`src/rtl/pose_iter_ctrl.sv`:
```
// Coarse-to-fine pose refinement sequencer: walks pyramid levels from coarsest to
// finest, alternating delta-pose solves and pose updates until convergence or limit.
module pose_iter_ctrl #(
  parameter  int POSE_BW   = 42,
  parameter  int NUM_LEVEL = 3,
  parameter  int ITER_BW   = 4,
  localparam int LVL_BW    = (NUM_LEVEL > 1) ? $clog2(NUM_LEVEL) : 1
) (
  input  logic                              i_clk,
  input  logic                              i_rst_n,
  input  logic                              i_start,
  input  logic                              i_abort,
  input  logic [11:0][POSE_BW-1:0]          i_init_pose,
  input  logic [NUM_LEVEL-1:0][ITER_BW-1:0] i_iter_max,
  output logic                              o_solve_start,
  output logic [LVL_BW-1:0]                 o_level,
  input  logic                              i_solve_done,
  input  logic                              i_converged,
  output logic                              o_upd_start,
  input  logic                              i_upd_done,
  input  logic [11:0][POSE_BW-1:0]          i_upd_pose,
  output logic [11:0][POSE_BW-1:0]          o_pose,
  output logic                              o_busy,
  output logic                              o_done,
  output logic [7:0]                        o_iter_total
);

  typedef enum logic [2:0] {
    S_IDLE,
    S_SOLVE,
    S_WAIT_SOLVE,
    S_UPDATE,
    S_WAIT_UPDATE,
    S_NEXT_LEVEL,
    S_DONE
  } state_t;

  state_t                              state_q, state_d;
  logic [11:0][POSE_BW-1:0]            pose_q;
  logic [NUM_LEVEL-1:0][ITER_BW-1:0]   iter_max_q;
  logic [LVL_BW-1:0]                   level_q;
  logic [LVL_BW-1:0]                   level_dn;
  logic [ITER_BW-1:0]                  iter_cnt_q;
  logic [7:0]                          iter_total_q;
  logic                                iter_last;
  logic                                start_acc;
  logic                                upd_acc;
  logic                                lvl_dec;

  assign level_dn  = level_q - LVL_BW'(1);
  assign iter_last = ({1'b0, iter_cnt_q} + (ITER_BW+1)'(1)) == {1'b0, iter_max_q[level_q]};

  // NOTE: sequential state uses non-blocking assignments so every register
  // samples the pre-edge values, independent of process evaluation order.
  always_ff @(posedge i_clk or negedge i_rst_n) begin
    if (!i_rst_n) state_q <= S_IDLE;
    else          state_q <= state_d;
  end

  // NOTE: every signal gets a default before the case so no path leaves it
  // unassigned, which would otherwise infer a latch.
  always_comb begin
    state_d   = state_q;
    start_acc = 1'b0;
    upd_acc   = 1'b0;
    lvl_dec   = 1'b0;
    if (i_abort) begin
      state_d = S_IDLE;
    end else begin
      unique case (state_q)
        S_IDLE: begin
          if (i_start) begin
            start_acc = 1'b1;
            // A level with a zero iteration budget is skipped without a solve.
            state_d   = (i_iter_max[NUM_LEVEL-1] == '0) ? S_NEXT_LEVEL : S_SOLVE;
          end
        end
        S_SOLVE:      state_d = S_WAIT_SOLVE;
        S_WAIT_SOLVE: begin
          if (i_solve_done) state_d = i_converged ? S_NEXT_LEVEL : S_UPDATE;
        end
        S_UPDATE:     state_d = S_WAIT_UPDATE;
        S_WAIT_UPDATE: begin
          if (i_upd_done) begin
            upd_acc = 1'b1;
            state_d = iter_last ? S_NEXT_LEVEL : S_SOLVE;
          end
        end
        S_NEXT_LEVEL: begin
          if (level_q == '0) begin
            state_d = S_DONE;
          end else begin
            lvl_dec = 1'b1;
            state_d = (iter_max_q[level_dn] == '0) ? S_NEXT_LEVEL : S_SOLVE;
          end
        end
        S_DONE:       state_d = S_IDLE;
        default:      state_d = S_IDLE;
      endcase
    end
  end

  // Abort suppresses the pulses in the same cycle it is seen.
  always_comb begin
    o_solve_start = (state_q == S_SOLVE)  && !i_abort;
    o_upd_start   = (state_q == S_UPDATE) && !i_abort;
    o_done        = (state_q == S_DONE)   && !i_abort;
    o_busy        = (state_q != S_IDLE);
  end

  // NOTE: the pose words are an architecturally visible output, so they are
  // reset like any other register rather than left as uninitialised storage.
  always_ff @(posedge i_clk or negedge i_rst_n) begin
    if (!i_rst_n) begin
      pose_q       <= '0;
      iter_max_q   <= '0;
      level_q      <= '0;
      iter_cnt_q   <= '0;
      iter_total_q <= '0;
    end else if (start_acc) begin
      pose_q       <= i_init_pose;
      iter_max_q   <= i_iter_max;
      level_q      <= LVL_BW'(NUM_LEVEL - 1);
      iter_cnt_q   <= '0;
      iter_total_q <= '0;
    end else if (upd_acc) begin
      pose_q     <= i_upd_pose;
      iter_cnt_q <= iter_cnt_q + ITER_BW'(1);
      if (iter_total_q != 8'hFF) iter_total_q <= iter_total_q + 8'd1;
    end else if (lvl_dec) begin
      level_q    <= level_dn;
      iter_cnt_q <= '0;
    end
  end

  assign o_pose       = pose_q;
  assign o_level      = level_q;
  assign o_iter_total = iter_total_q;

endmodule

```
`config.mk`:
```
export PLATFORM = sky130hd
export DESIGN_NAME = pose_iter_ctrl
export DESIGN_NICKNAME = d
export VERILOG_FILES = /design/src/rtl/pose_iter_ctrl.sv
export SDC_FILE = /design/constraint.sdc
export NUM_CORES = 1
export LEC_CHECK = 0
export ABC_AREA = 1
export BUFFER_PORTS_ARGS = -buffer_cell sky130_fd_sc_hd__buf_4
export CORE_AREA = 2 2 594 596
export CTS_CLUSTER_SIZE = 24
export DETAILED_ROUTE_END_ITERATION = 12
export DIE_AREA = 0 0 596 598
export PLACE_DENSITY = 0.3
export SYNTH_ARGS = -nofsm -noshare
export SYNTH_HDL_FRONTEND = slang
export SYNTH_SLANG_ARGS = --single-unit
```
`constraint.sdc`:
```
create_clock -name i_clk -period 2.06 [get_ports i_clk]
set_clock_uncertainty 0.1 [all_clocks]
set_input_delay 0.309 -clock i_clk [delete_from_list [all_inputs] [get_ports i_clk]]
set_output_delay 0.309 -clock i_clk [all_outputs]
set_load 0.03 [all_outputs]
```
## After elaboration in Yosys (flattened, before gate mapping)

Index checks and enable logic that the tools add are counted.

- Muxes and demuxes: 34
- Reduce and logical (&&, ||, !) cells: 16
- Magnitude comparators: 2
- Eq/ne operators: 12
- Add/subtract/negate cells: 4

Operators with widths:

| cell | number |
|---|---|
| 504-bit two-way mux | 2 |
| 3-bit two-way mux | 9 |
| 8-bit two-way mux | 3 |
| 4-bit two-way mux | 5 |
| 3-bit case mux with 6 select lines | 1 |
| 4-bit binary-select mux with 2-bit select | 2 |
| 3-bit == test (second input constant) | 3 |
| 1-bit two-way mux | 9 |
| 3-bit inequality test (second input constant) | 3 |
| 8-bit by 1-bit adder with 8-bit output (second input constant) | 1 |
| 4-bit zero test | 2 |
| 8-bit inequality test (second input constant) | 1 |
| 3-bit by 2-bit == test with 1-bit output (second input constant) | 2 |
| 2-bit by 3-bit less-than comparator with 1-bit output (second input constant) | 2 |
| 2-bit two-way mux | 3 |
| 2-bit nonzero test | 3 |
| 3-bit nonzero test | 2 |
| 4-bit by 1-bit adder with 5-bit output (second input constant) | 1 |
| 5-bit by 4-bit == test with 1-bit output | 1 |
| 4-bit by 1-bit adder with 4-bit output (second input constant) | 1 |
| 2-bit AND reduction | 2 |
| 3-bit by 1-bit == test with 1-bit output (second input constant) | 1 |
| 1-bit logical AND | 3 |
| 3-bit zero test | 1 |
| 5 further kinds | 5 |

- Input bits: 1027
- Register bits: 533
- Output and inout port bits: 518

## Logic depth before layout (Yosys ltp)

Gate-level depths: netlist of the first run.

- Depth after elaboration: 8
- Mapped depth: 13

## Worst setup path before layout of the first run

OpenSTA, ideal clock, no wires.

- Path kind: reg-to-reg
- From: register level_q[0], in the netlist o_level[0]
- To: register state_q[0]
- Clock period less this slack: 2198 ps
- Data required time: 1856 ps
- Setup slack: -138 ps
- Data arrival time: 1995 ps
- Stages on the path, launching flop included: 9
- Setup time: 104 ps
- Cells stage by stage: dfrtp_1 > clkbuf_1 > clkinv_1 > ha_1 > inv_1 > nand2_1 > nor3_1 > inv_1 > a221oi_1

- Longest elaborated chain between the ends: 4

Ends and longest elaborated chain:

| element | line | source |
|---|---|---|
| start, declared | 41 | `logic [LVL_BW-1:0] level_q;` |
| start signal, assigned | 123 | `level_q <= LVL_BW'(NUM_LEVEL - 1);` |
| start signal, assigned | 131 | `level_q <= level_dn;` |
| 2-bit zero test | 90 | `if (level_q == '0) begin` |
| 3-bit two-way mux | 90 |  |
| 3-bit case mux with 6 select lines | 70 | `unique case (state_q)` |
| 3-bit two-way mux | 67 | `if (i_abort) begin` |
| end signal, assigned | 57 | `else state_q <= state_d;` |
| end, declared | 38 | `state_t state_q, state_d;` |

No other way between the ends.
A chain may end at the register's enable or synchronous reset.

## Worst setup path after layout of the first run

- From: register state_q[2]
- To: register pose_q, in the netlist o_pose[233]

- Longest elaborated chain between the ends: 4
- Elaborated cells between the ends (all ways): 8

Ends and longest elaborated chain:

| element | line | source |
|---|---|---|
| 3-bit == test or 3-bit zero test (tied branches) | 70 |  |
| 1-bit two-way mux | 70 |  |
| 1-bit two-way mux | 67 |  |
| 2-bit nonzero test (no line) or 504-bit two-way mux (tied branches) | n/a |  |
| end signal, assigned | 121 | `pose_q <= i_init_pose;` |
| end signal, assigned | 127 | `pose_q <= i_upd_pose;` |
| end, declared | 39 | `logic [11:0][POSE_BW-1:0] pose_q;` |

Parallel ways exist; a longest one is shown, timed or not.

==> flow_summary.yaml, run 1 <==
run_status:
  status: "finished with violations"
  violations: "negative setup slack"
yosys:
  netlist_area_mm2: 0.0245
  ys_types: 31
  synth_fp_nets: 4020
  synth_warnings: 0
  synthCells: 2990
  ys_seq_area_share_pct: 54.4
  avgSynthCellArea_um2: 8.20
  synth_seq_cells: 533
grt:
  grt_use_total_pct: 16.4
  antenna_found_initial: 163
  grt_max_degree: 77
  grt_pass1_wl_um: 385000
  grt_pass1_vias: 36700
  grt_remaining_overflow: 0
final_layout:
  fillerInstances: 39600
  area_growth_pct: 155
  multi_input_area_mm2: 0.0105
  nNetsFinal: 6900
  final_util_pct: 17.8
  drive_above_1_share_pct: 39.2
  register_area_mm2: 0.0133
cts:
  insertion_delay_ns: 0.78
  cts_inserted_buffers: 84
  clock-sinks: 533
  clkTransAtPathRegs_ns: 0.06
  clockBufferDepth: 4
  cts_tree: "done"
  htree_num_levels: 3
  root_buffer: "clkbuf_16"
critical_path:
  cp_max_fo: 76
  worst_setup_path_end_kind: "register"
  worstPathRequired_ns: 2.62
  critical_path_arrival_ns: 2.95
  r2r_slack_ns: -0.33
  critPathKind: "register to register"
  start_kind: "register"
die:
  coreArea_mm2: 0.351
  die_y_um: 598
  num_rows: 218
  start_util_pct: 6.99
  die_area_mm2: 0.356
  die_w_um: 596
  ioPinCount: 1545
route:
  totalWireLength_um: 310000
  routed-via-count: 35400
  drtIter0Drc: 2173
  vias_per_cell: 3.34
  drc_errors: 0
  firstDrtPassIters: 7
  wire_per_inst_um: 29.2
  ant_nets: 0
timing:
  slew_viol_final: 0
  slew_headroom_pct: 42.1
  max_freq_mhz: 419
  min_period_over_period_pct: 116
  worstMarginPinSlew_ns: 0.868
  period_needed_ns: 2.39
  hold_slack_ns: 0.153
  rsz0062_at_grt: "yes"
  setup_violations: 520
  fin_ws_ns: -0.327
  final-hold-violation-count: 0
place:
  dp_hpwl_um: 242000
  place_congestion: 0.891
  post-place-ws_ns: -0.135
  portBuffers: 1544
worst_hold_path:
  hold_class: "primary input to register"
power_and_ir_drop:
  power_w: 0.0696
  p_leak_nw: 27.8
  power.density_mw_per_mm2: 1120
  vdd_drop_max_v: 0.000557
flow_run:
  max_cap_violations: 0
[metrics by stage]
stage / cells / setup TNS, ns / instance area, um^2
after global routing: 10600 / -137.97 / 62300
final: 10600 / -82.50 / 62400
after global placement: 9123 / -8.52 / 42700
after CTS: 10500 / -128.61 / 60700
after floorplan: 2990 / 0 / 24500
after detailed placement: 9123 / -12.26 / 42700
[critical path, stage by stage, from the launching register on]
cell,delay [ns]
dfrtp_2,0.43
buf_6,0.13
nor3_4,0.19
buf_6,0.12
nand3_4,0.11
buf_12,0.18
buf_12,0.16
nor2_1,0.41
o21ai_1,0.11
[synthesized netlist by cell type (all sizes together)]
| cell type | instances | share of area [%] |
|---|---|---|
| a21oi | 5 | 0.10 |
| a221oi | 1 | 0.036 |
| and3 | 1 | 0.026 |
| buf | 107 | 3.7 |
| clkbuf | 120 | 1.8 |
| clkinv | 2 | 0.036 |
| dfrtp | 533 | 54 |
| ha | 3 | 0.15 |
| inv | 38 | 0.58 |
| nand2 | 573 | 8.8 |
| nand3 | 29 | 0.66 |
| nand3b | 1 | 0.031 |
| nand4 | 2 | 0.051 |
| nor2 | 531 | 8.1 |
| nor3 | 9 | 0.28 |
| nor4 | 1 | 0.026 |
| o21ai | 1029 | 21 |
| o22ai | 1 | 0.026 |
| o31ai | 1 | 0.031 |
| xor2 | 3 | 0.11 |
[routing by layer]
metal | vias up | global-route usage [%] | part of all wire, %
met5 | - | 0 | 0.21
met4 | 102 | 4.10 | 2.9
met3 | 416 | 6.13 | 9.1
met2 | 1646 | 26.7 | 46
met1 | 17300 | 20.4 | 42
li1 | 15900 | - | -
[timing repair]
item	CTS	global route
setup endpoints to repair	398	534
hold buffers	1030	0
pin swaps	36	80
gates cloned	95	38
resized for setup	364	255
buffers inserted	102	41
endpoints found under the hold margin	983	0
[final cells by class]
cell class / instances / share of cell area, %
Timing Repair Buffer: 3020 / 47.6
Timing Repair inverter: 1 / 0.0481
Antenna cell: 66 / 0.265
Clock buffer: 120 / 3.84
Clock inverter: 22 / 0.373
Sequential cell: 533 / 21.4
Tap cell: 4620 / 9.26
Inverter: 40 / 0.323
Multi-Input combinational cell: 2190 / 16.9
[cell usage in the layout (no fill, tap or decap), types with 14 or more instances in the layout]
cell type and n:
diode_2 66, dlygate4sd3_1 1030, clkbuf_16 111, nand3_1 27
o21ai_1 725, inv_1 33, buf_16 103, dfrtp_1 527
clkbuf_1 20, buf_6 54, nor2_2 55, bufbuf_16 14
buf_12 91, buf_4 1669, nor2_1 456, clkbuf_8 16
nand2_1 558, o21ai_2 89, buf_8 31, nor2_4 20
o21ai_0 202
[logic make-up (layout without fill, tap and decap cells)]
logic type               count (synthesis)  after routing  synth area share (%)
AND/OR/NAND/NOR                       1147           1147                  18.0
AO/OA/AOI/OAI                         1037           1037                  21.2
flip-flops                             533            533                  54.4
buffers and inverters                  267           3203                  6.11
adder cells (fa/ha/maj)                  3              3                 0.153
XOR/XNOR                                 3              3                 0.107
other                                    0             66                     0
[state kept, by name (all words and copies together), names as in the netlist]
name          flops
o_pose          504
iter_max_q       12
o_iter_total      8
iter_cnt_q        4
state_q           3
o_level           2
[report_power, final]
part / switching [W] / internal, W / total [W]
logic: 0.0239 / 0.0129 / 0.0367
clock network: 0.00624 / 0.00832 / 0.0146
registers: 0.00375 / 0.0146 / 0.0183
[final timing paths]
kind                        startpoint           to  depth (start not counted)
setup / recovery            state_q[2]  o_pose[233]                          8
hold / removal                 i_abort    o_pose[6]                          6
setup reg to reg            state_q[2]  o_pose[233]                          8
hold reg to reg            o_pose[490]  o_pose[490]                          2
max in group asynchronous      i_rst_n  o_pose[378]                          3
min in group asynchronous      i_rst_n  o_pose[192]                          3
No activity file was read; power rests on OpenSTA's default activity.
==> run 2, diff against run 1 <==
Settings changed: ABC_AREA 1 to not set, CORE_AREA 2 2 594 596 to 2 2 607 609, DIE_AREA 0 0 596 598 to 0 0 609 611, RECOVER_POWER set to 50.
==> run 2 against run 1 <==
The run still ends with negative setup slack left. Largest cell class unchanged. Count of clock-buffer cells in the layout rose by 1. Die area rose by 4.4%. First-iteration DRC count fell by 2.4%.
==> flow_summary.yaml, run 2 <==
timing:
  slew_viol_final: 0
  slew_headroom_pct: 34.0
  rsz0062_at_grt: "yes"
  worstMarginPinSlew_ns: 0.990
  setup-tns-final_ns: -1.46
  period_needed_ns: 2.25
  max_freq_mhz: 444
  setup_violations: 58
  hold_slack_ns: 0.200
  fin_ws_ns: -0.194
  final-hold-violation-count: 0
  min_period_over_period_pct: 109
yosys:
  synth_edf_count: 0
  avgSynthCellArea_um2: 8.20
  synth_fp_nets: 3968
  synth_common_cells: "1054 x nand2_1, 533 x dfrtp_1, 519 x nor2_1"
  ys_types: 40
  ys_seq_area_share_pct: 55.4
  yosysMostFrequentCell: "nand2_1"
  synth_warnings: 0
  synth_seq_cells: 533
  netlist_area_mm2: 0.0241
  synth_top_area_cell: "dfrtp_1"
  synthCells: 2938
  synth-main-ff-cell: "dfrtp_1"
  ys_top_cells_by_area: "dfrtp_1 55%, nand2_1 16%, a31oi_1 13%"
  yosysTopAreaCellShare_pct: 55.4
  async_flop_share_pct: 100
final_layout:
  layout_commonest_cell: "buf_4"
  final_util_pct: 15.3
  drive_above_1_share_pct: 33.4
  largest_register_ff_count: 504
  mostFrequentLayoutCells: "1528 x buf_4, 1054 x nand2_1, 1027 x dlygate4sd3_1"
  nNetsFinal: 6574
  area_growth_pct: 132
  finalNonFillerCells: 10500
  fillerInstances: 41900
die:
  num_rows: 222
  start_util_pct: 6.60
  die_w_um: 609
  ioPinCount: 1545
  die_y_um: 611
  coreArea_mm2: 0.365
  die_area_mm2: 0.372
cts:
  clockBufferDepth: 4
  root_buffer: "clkbuf_16"
  cts_inserted_buffers: 85
  clkTransAtPathRegs_ns: 0.08
  insertion_delay_ns: 0.76
  htree_num_levels: 3
  cts_tree: "done"
  clock-sinks: 533
route:
  firstDrtPassIters: 5
  drc_errors: 0
  routed-wl-met3_um: 32100
  totalWireLength_um: 291000
  ant_nets: 0
  wl_met2_um: 140000
  maxUsedRoutingLayer: "met5"
  drtIter0Drc: 2120
  wire_per_inst_um: 27.8
  m1WireLength_um: 111000
  vias_per_cell: 3.18
  routed-via-count: 33300
power_and_ir_drop:
  swShare_pct: 51.4
  p_int_w: 0.0369
  power_w: 0.0759
  pwr-share-clk_pct: 20.4
  power.density_mw_per_mm2: 1360
  vdd_drop_max_v: 0.000795
  p_leak_nw: 24.8
  seq_power_share_pct: 26.5
  p_switching_w: 0.0390
  pwr-share-comb_pct: 53.1
critical_path:
  cp_max_fo: 5
  crit_chain: "buf_6 -> or3_4 -> buf_12"
  worstPathRequired_ns: 1.65
  critical_path_arrival_ns: 1.84
  worst_setup_path_end_kind: "output pin"
  critPathKind: "register to output pin"
  cpMaxStageDelayCell: "dfrtp_1"
  reg2reg_depth: 9
  start_kind: "register"
  slowest_delay_ns: 0.40
flow_run:
  max_cap_violations: 0
worst_hold_path:
  hold_depth: 4
  hold_class: "primary input to register"
run_status:
  status: "finished with violations"
  violations: "negative setup slack"
grt:
  grt_max_degree: 86
  antenna_found_initial: 145
  grt_remaining_overflow: 0
  grt_pass1_wl_um: 363000
  grt_pass1_vias: 35000
  grt_use_total_pct: 14.8
place:
  dp_hpwl_um: 249000
  place_congestion: 0.872
  portBuffers: 1544
  dp_cells: 9219
-- run 2: changes by cell type in the layout (fill, tap and decap cells not counted), sizes merged, moves of 12 or more --
cell	change
nand2	+481
nor2	-12
inv	-31
bufbuf	-14
nand3	-26
a31oi	+505
clkbuf	+99
o21ai	-1017
diode	-22
buf	-346
-- run 2: cells by family after synthesis --
kind of cell / count (synthesis) / synth area share (%)
fa+ha+maj: 3 / 0.156
simple gates: 1613 / 25.6
compound gates: 532 / 13.8
flops: 533 / 55.4
mux: 5 / 0.208
xor+xnor: 12 / 0.436
buf+inv: 240 / 4.38
-- run 2: critical path: cells and delay by family, from the launching register on --
| kind | cells | cell delay (ns) |
|---|---|---|
| buf+inv | 2 | 0.30 |
| flops | 1 | 0.40 |
| simple gates | 1 | 0.38 |
-- run 2: path summary, 6_finish.rpt --
path                       slack (ns)            end             start
max                             -0.19         o_busy        state_q[1]
min                              0.20    o_pose[294]  i_init_pose[294]
max reg2reg                     -0.07    o_pose[142]        state_q[0]
min reg2reg                      0.42  iter_max_q[1]     iter_max_q[1]
max in group asynchronous        0.02    o_pose[299]           i_rst_n
min in group asynchronous        0.84    o_pose[475]           i_rst_n
-- run 2: what timing repair did --
action,4_1_cts,5_1_grt
hold buffers,1028,0
resized for setup,44,39
setup buffers,8,7
endpoints found under the hold margin,1008,0
pin swaps,1,3
gates cloned,0,11
setup endpoints to repair,21,361
-- run 2: final cells by class --
class                      count  area [um^2]  share of cell area [%]
timing repair buffer        2754        23800                    42.5
sequential                   533        13300                    23.8
multi-input combinational   2165         9860                    17.6
tap                         4816         6030                    10.8
clock buffer                 121         2460                    4.40
clock inverter                27          373                   0.666
antenna                       44          110                   0.197
inverter                       5         21.3                  0.0380
-- run 2: routing by layer --
metal | global-route usage [%] | up-vias
met1 | 16.5 | 16400
li1 | - | 15100
met3 | 7.19 | 371
met4 | 3.36 | 64
met2 | 25.4 | 1373
met5 | 0 | -
-- run 2: power groups by stage --
stage | registers [W] | clock network (W) | logic [W]
2_1_floorplan | 0.0279 | 0 | 0.00678
3_3_place_gp | 0.0204 | 0 | 0.0400
3_5_place_dp | 0.0203 | 0 | 0.0400
4_1_cts | 0.0204 | 0.0161 | 0.0423
5_1_grt | 0.0208 | 0.0164 | 0.0431
6_report | 0.0201 | 0.0154 | 0.0403
-- run 2: stage by stage --
step	area, um^2	setup WS (ns)
after floorplan	24100	0.000758
after global placement	42500	-0.0891
after detailed placement	42500	-0.101
after CTS	55900	-0.294
after global routing	55900	-0.301
final	56000	-0.194
==> run 3, diff against run 2 <==
Settings changed: CORE_AREA 2 2 607 609 to 2 2 595 597, DIE_AREA 0 0 609 611 to 0 0 597 599.
Clock period 2.06 ns to 2.1 ns, I/O delays scaled along.
==> run 3 against run 2 <==
The flow still finishes with violations (negative setup slack). Critical path type unchanged. Sequential power is 4% lower. Worst setup slack better by 0.0088 ns. Design area is 9.2% higher. Critical path depth stayed put. Flip-flop and latch count stayed put. Power is 0.50% lower. First-iteration DRC count is 7.2% higher. Combinational power is 3% higher. Non-clock buffer count is 195 higher.
==> flow_summary.yaml, run 3 (synthesis results as in run 2) <==
timing:
  max_freq_mhz: 438
  rsz0062_at_grt: "yes"
  final-hold-violation-count: 0
  min_period_over_period_pct: 109
  hold_slack_ns: 0.126
  slew_headroom_pct: 8.15
  fin_ws_ns: -0.185
  slew_viol_final: 0
  setup_violations: 446
  worstMarginPinSlew_ns: 1.38
  period_needed_ns: 2.29
place:
  portBuffers: 1544
  place_congestion: 0.927
  dp_cells: 9039
  dp_hpwl_um: 243000
cts:
  clkTransAtPathRegs_ns: 0.06
  insertion_delay_ns: 0.78
  clockBufferDepth: 4
  cts_inserted_buffers: 84
  cts_tree: "done"
  clock-sinks: 533
  root_buffer: "clkbuf_16"
  htree_num_levels: 3
critical_path:
  cpMostUsedCell: "buf_6"
  critical_path_arrival_ns: 1.87
  crit_chain: "buf_6 -> or3_4 -> buf_6"
  slowest_delay_ns: 0.40
  critPathBufInv: 2
  cp_max_fo: 6
  critical-path-top-delay-family: "simple AND/OR/NAND/NOR gates"
  cpMaxStageDelayCell: "or3_4"
  critPathKind: "register to output pin"
  worst_setup_path_end_kind: "output pin"
  start_kind: "register"
  worstPathRequired_ns: 1.68
route:
  routed-via-count: 35500
  firstDrtPassIters: 5
  drtIter0Drc: 2273
  drc_errors: 0
  vias_per_cell: 3.39
  wire_per_inst_um: 29.7
  ant_nets: 0
  totalWireLength_um: 311000
worst_hold_path:
  hold_class: "primary input to register"
die:
  die_w_um: 597
  start_util_pct: 6.86
  die_y_um: 599
  coreArea_mm2: 0.351
  ioPinCount: 1545
  die_area_mm2: 0.358
  num_rows: 218
grt:
  grt_remaining_overflow: 0
  grt_use_total_pct: 16.4
  antenna_found_initial: 175
  grt_pass1_wl_um: 385000
  grt_pass1_vias: 36800
  grt_max_degree: 72
run_status:
  status: "finished with violations"
  violations: "negative setup slack"
final_layout:
  area_growth_pct: 154
  mostFrequentLayoutCells: "1603 x buf_4, 1028 x dlygate4sd3_1, 945 x nand2_1"
  register_area_mm2: 0.0133
  largest_register_ff_count: 504
  layout_commonest_cell: "buf_4"
  fillerInstances: 39700
  multi_input_area_mm2: 0.0105
  finalNonFillerCells: 10500
  nNetsFinal: 6768
  drive_above_1_share_pct: 38.2
power_and_ir_drop:
  power.density_mw_per_mm2: 1240
  vdd_drop_max_v: 0.000615
  power_w: 0.0755
  p_leak_nw: 27.2
flow_run:
  max_cap_violations: 0
[run 3: area by class of cell]
| type | count | share of cell area, % |
|---|---|---|
| flip-flops and latches | 533 | 21.8 |
| repair buffers | 2949 | 46.7 |
| inverters | 5 | 0.0307 |
| multi-input cells | 2165 | 17.3 |
| clock buffers | 121 | 3.91 |
| clock inverters | 24 | 0.534 |
| well taps | 4620 | 9.46 |
| diodes | 57 | 0.233 |
[run 3: timing repair]
item                                    CTS  global route
buffers inserted                         85            21
gates resized for setup                 282           241
endpoints found under the hold margin   983             0
hold buffers                           1028             0
gates cloned                             89            28
setup endpoints to repair               481           531
pin swaps                                81           134
[run 3: routing by layer]
metal	up-vias	routed length (um)	share of wire, %	global-route usage, %
met2	1729	137000	44	25.8
met3	420	30600	9.8	6.41
li1	15600	-	-	-
met5	-	546	0.18	0
met1	17700	133000	43	20.5
met4	86	9950	3.2	4.69
[run 3: worst reg2reg max path: cells and delay by family (launching register included)]
family	cells	cell delay [ns]
DFF	1	0.39
AOI/OAI and AO/OA	1	0.19
buffers and inverters	8	1.03
and+or+nand+nor	3	0.48
[run 3: stage by stage]
stage	worst slack, ns	util [%]	area, um^2	setup TNS, ns
2_1_floorplan	0.00784	-	24100	0
3_3_place_gp	-0.316	12.0	42300	-69.85
3_5_place_dp	-0.375	12.0	42300	-95.56
4_1_cts	-0.301	17.0	59600	-73.58
5_1_grt	-0.273	17.4	61000	-76.91
6_report	-0.185	17.4	61100	-28.10
[run 3: path summary, 6_finish.rpt]
check / from / endpoint / slack [ns] / cells after the start
worst min-delay path: i_start / iter_cnt_q[0] / 0.13 / 5
worst max-delay path: state_q[2] / o_busy / -0.19 / 3
min in group asynchronous: i_rst_n / o_pose[242] / 0.27 / 3
worst max register to register: state_q[1] / o_pose[453] / -0.18 / 12
worst min register to register: iter_max_q[10] / iter_max_q[10] / 0.41 / 2
max in group asynchronous: i_rst_n / o_pose[19] / -0.09 / 4
[run 3: where the power goes]
group / internal (W) / leakage [nW] / total [W] / switching [W]
clock: 0.00875 / 1.33 / 0.0147 / 0.00599
combinational: 0.0140 / 20.0 / 0.0415 / 0.0275
sequential: 0.0152 / 5.94 / 0.0193 / 0.00406
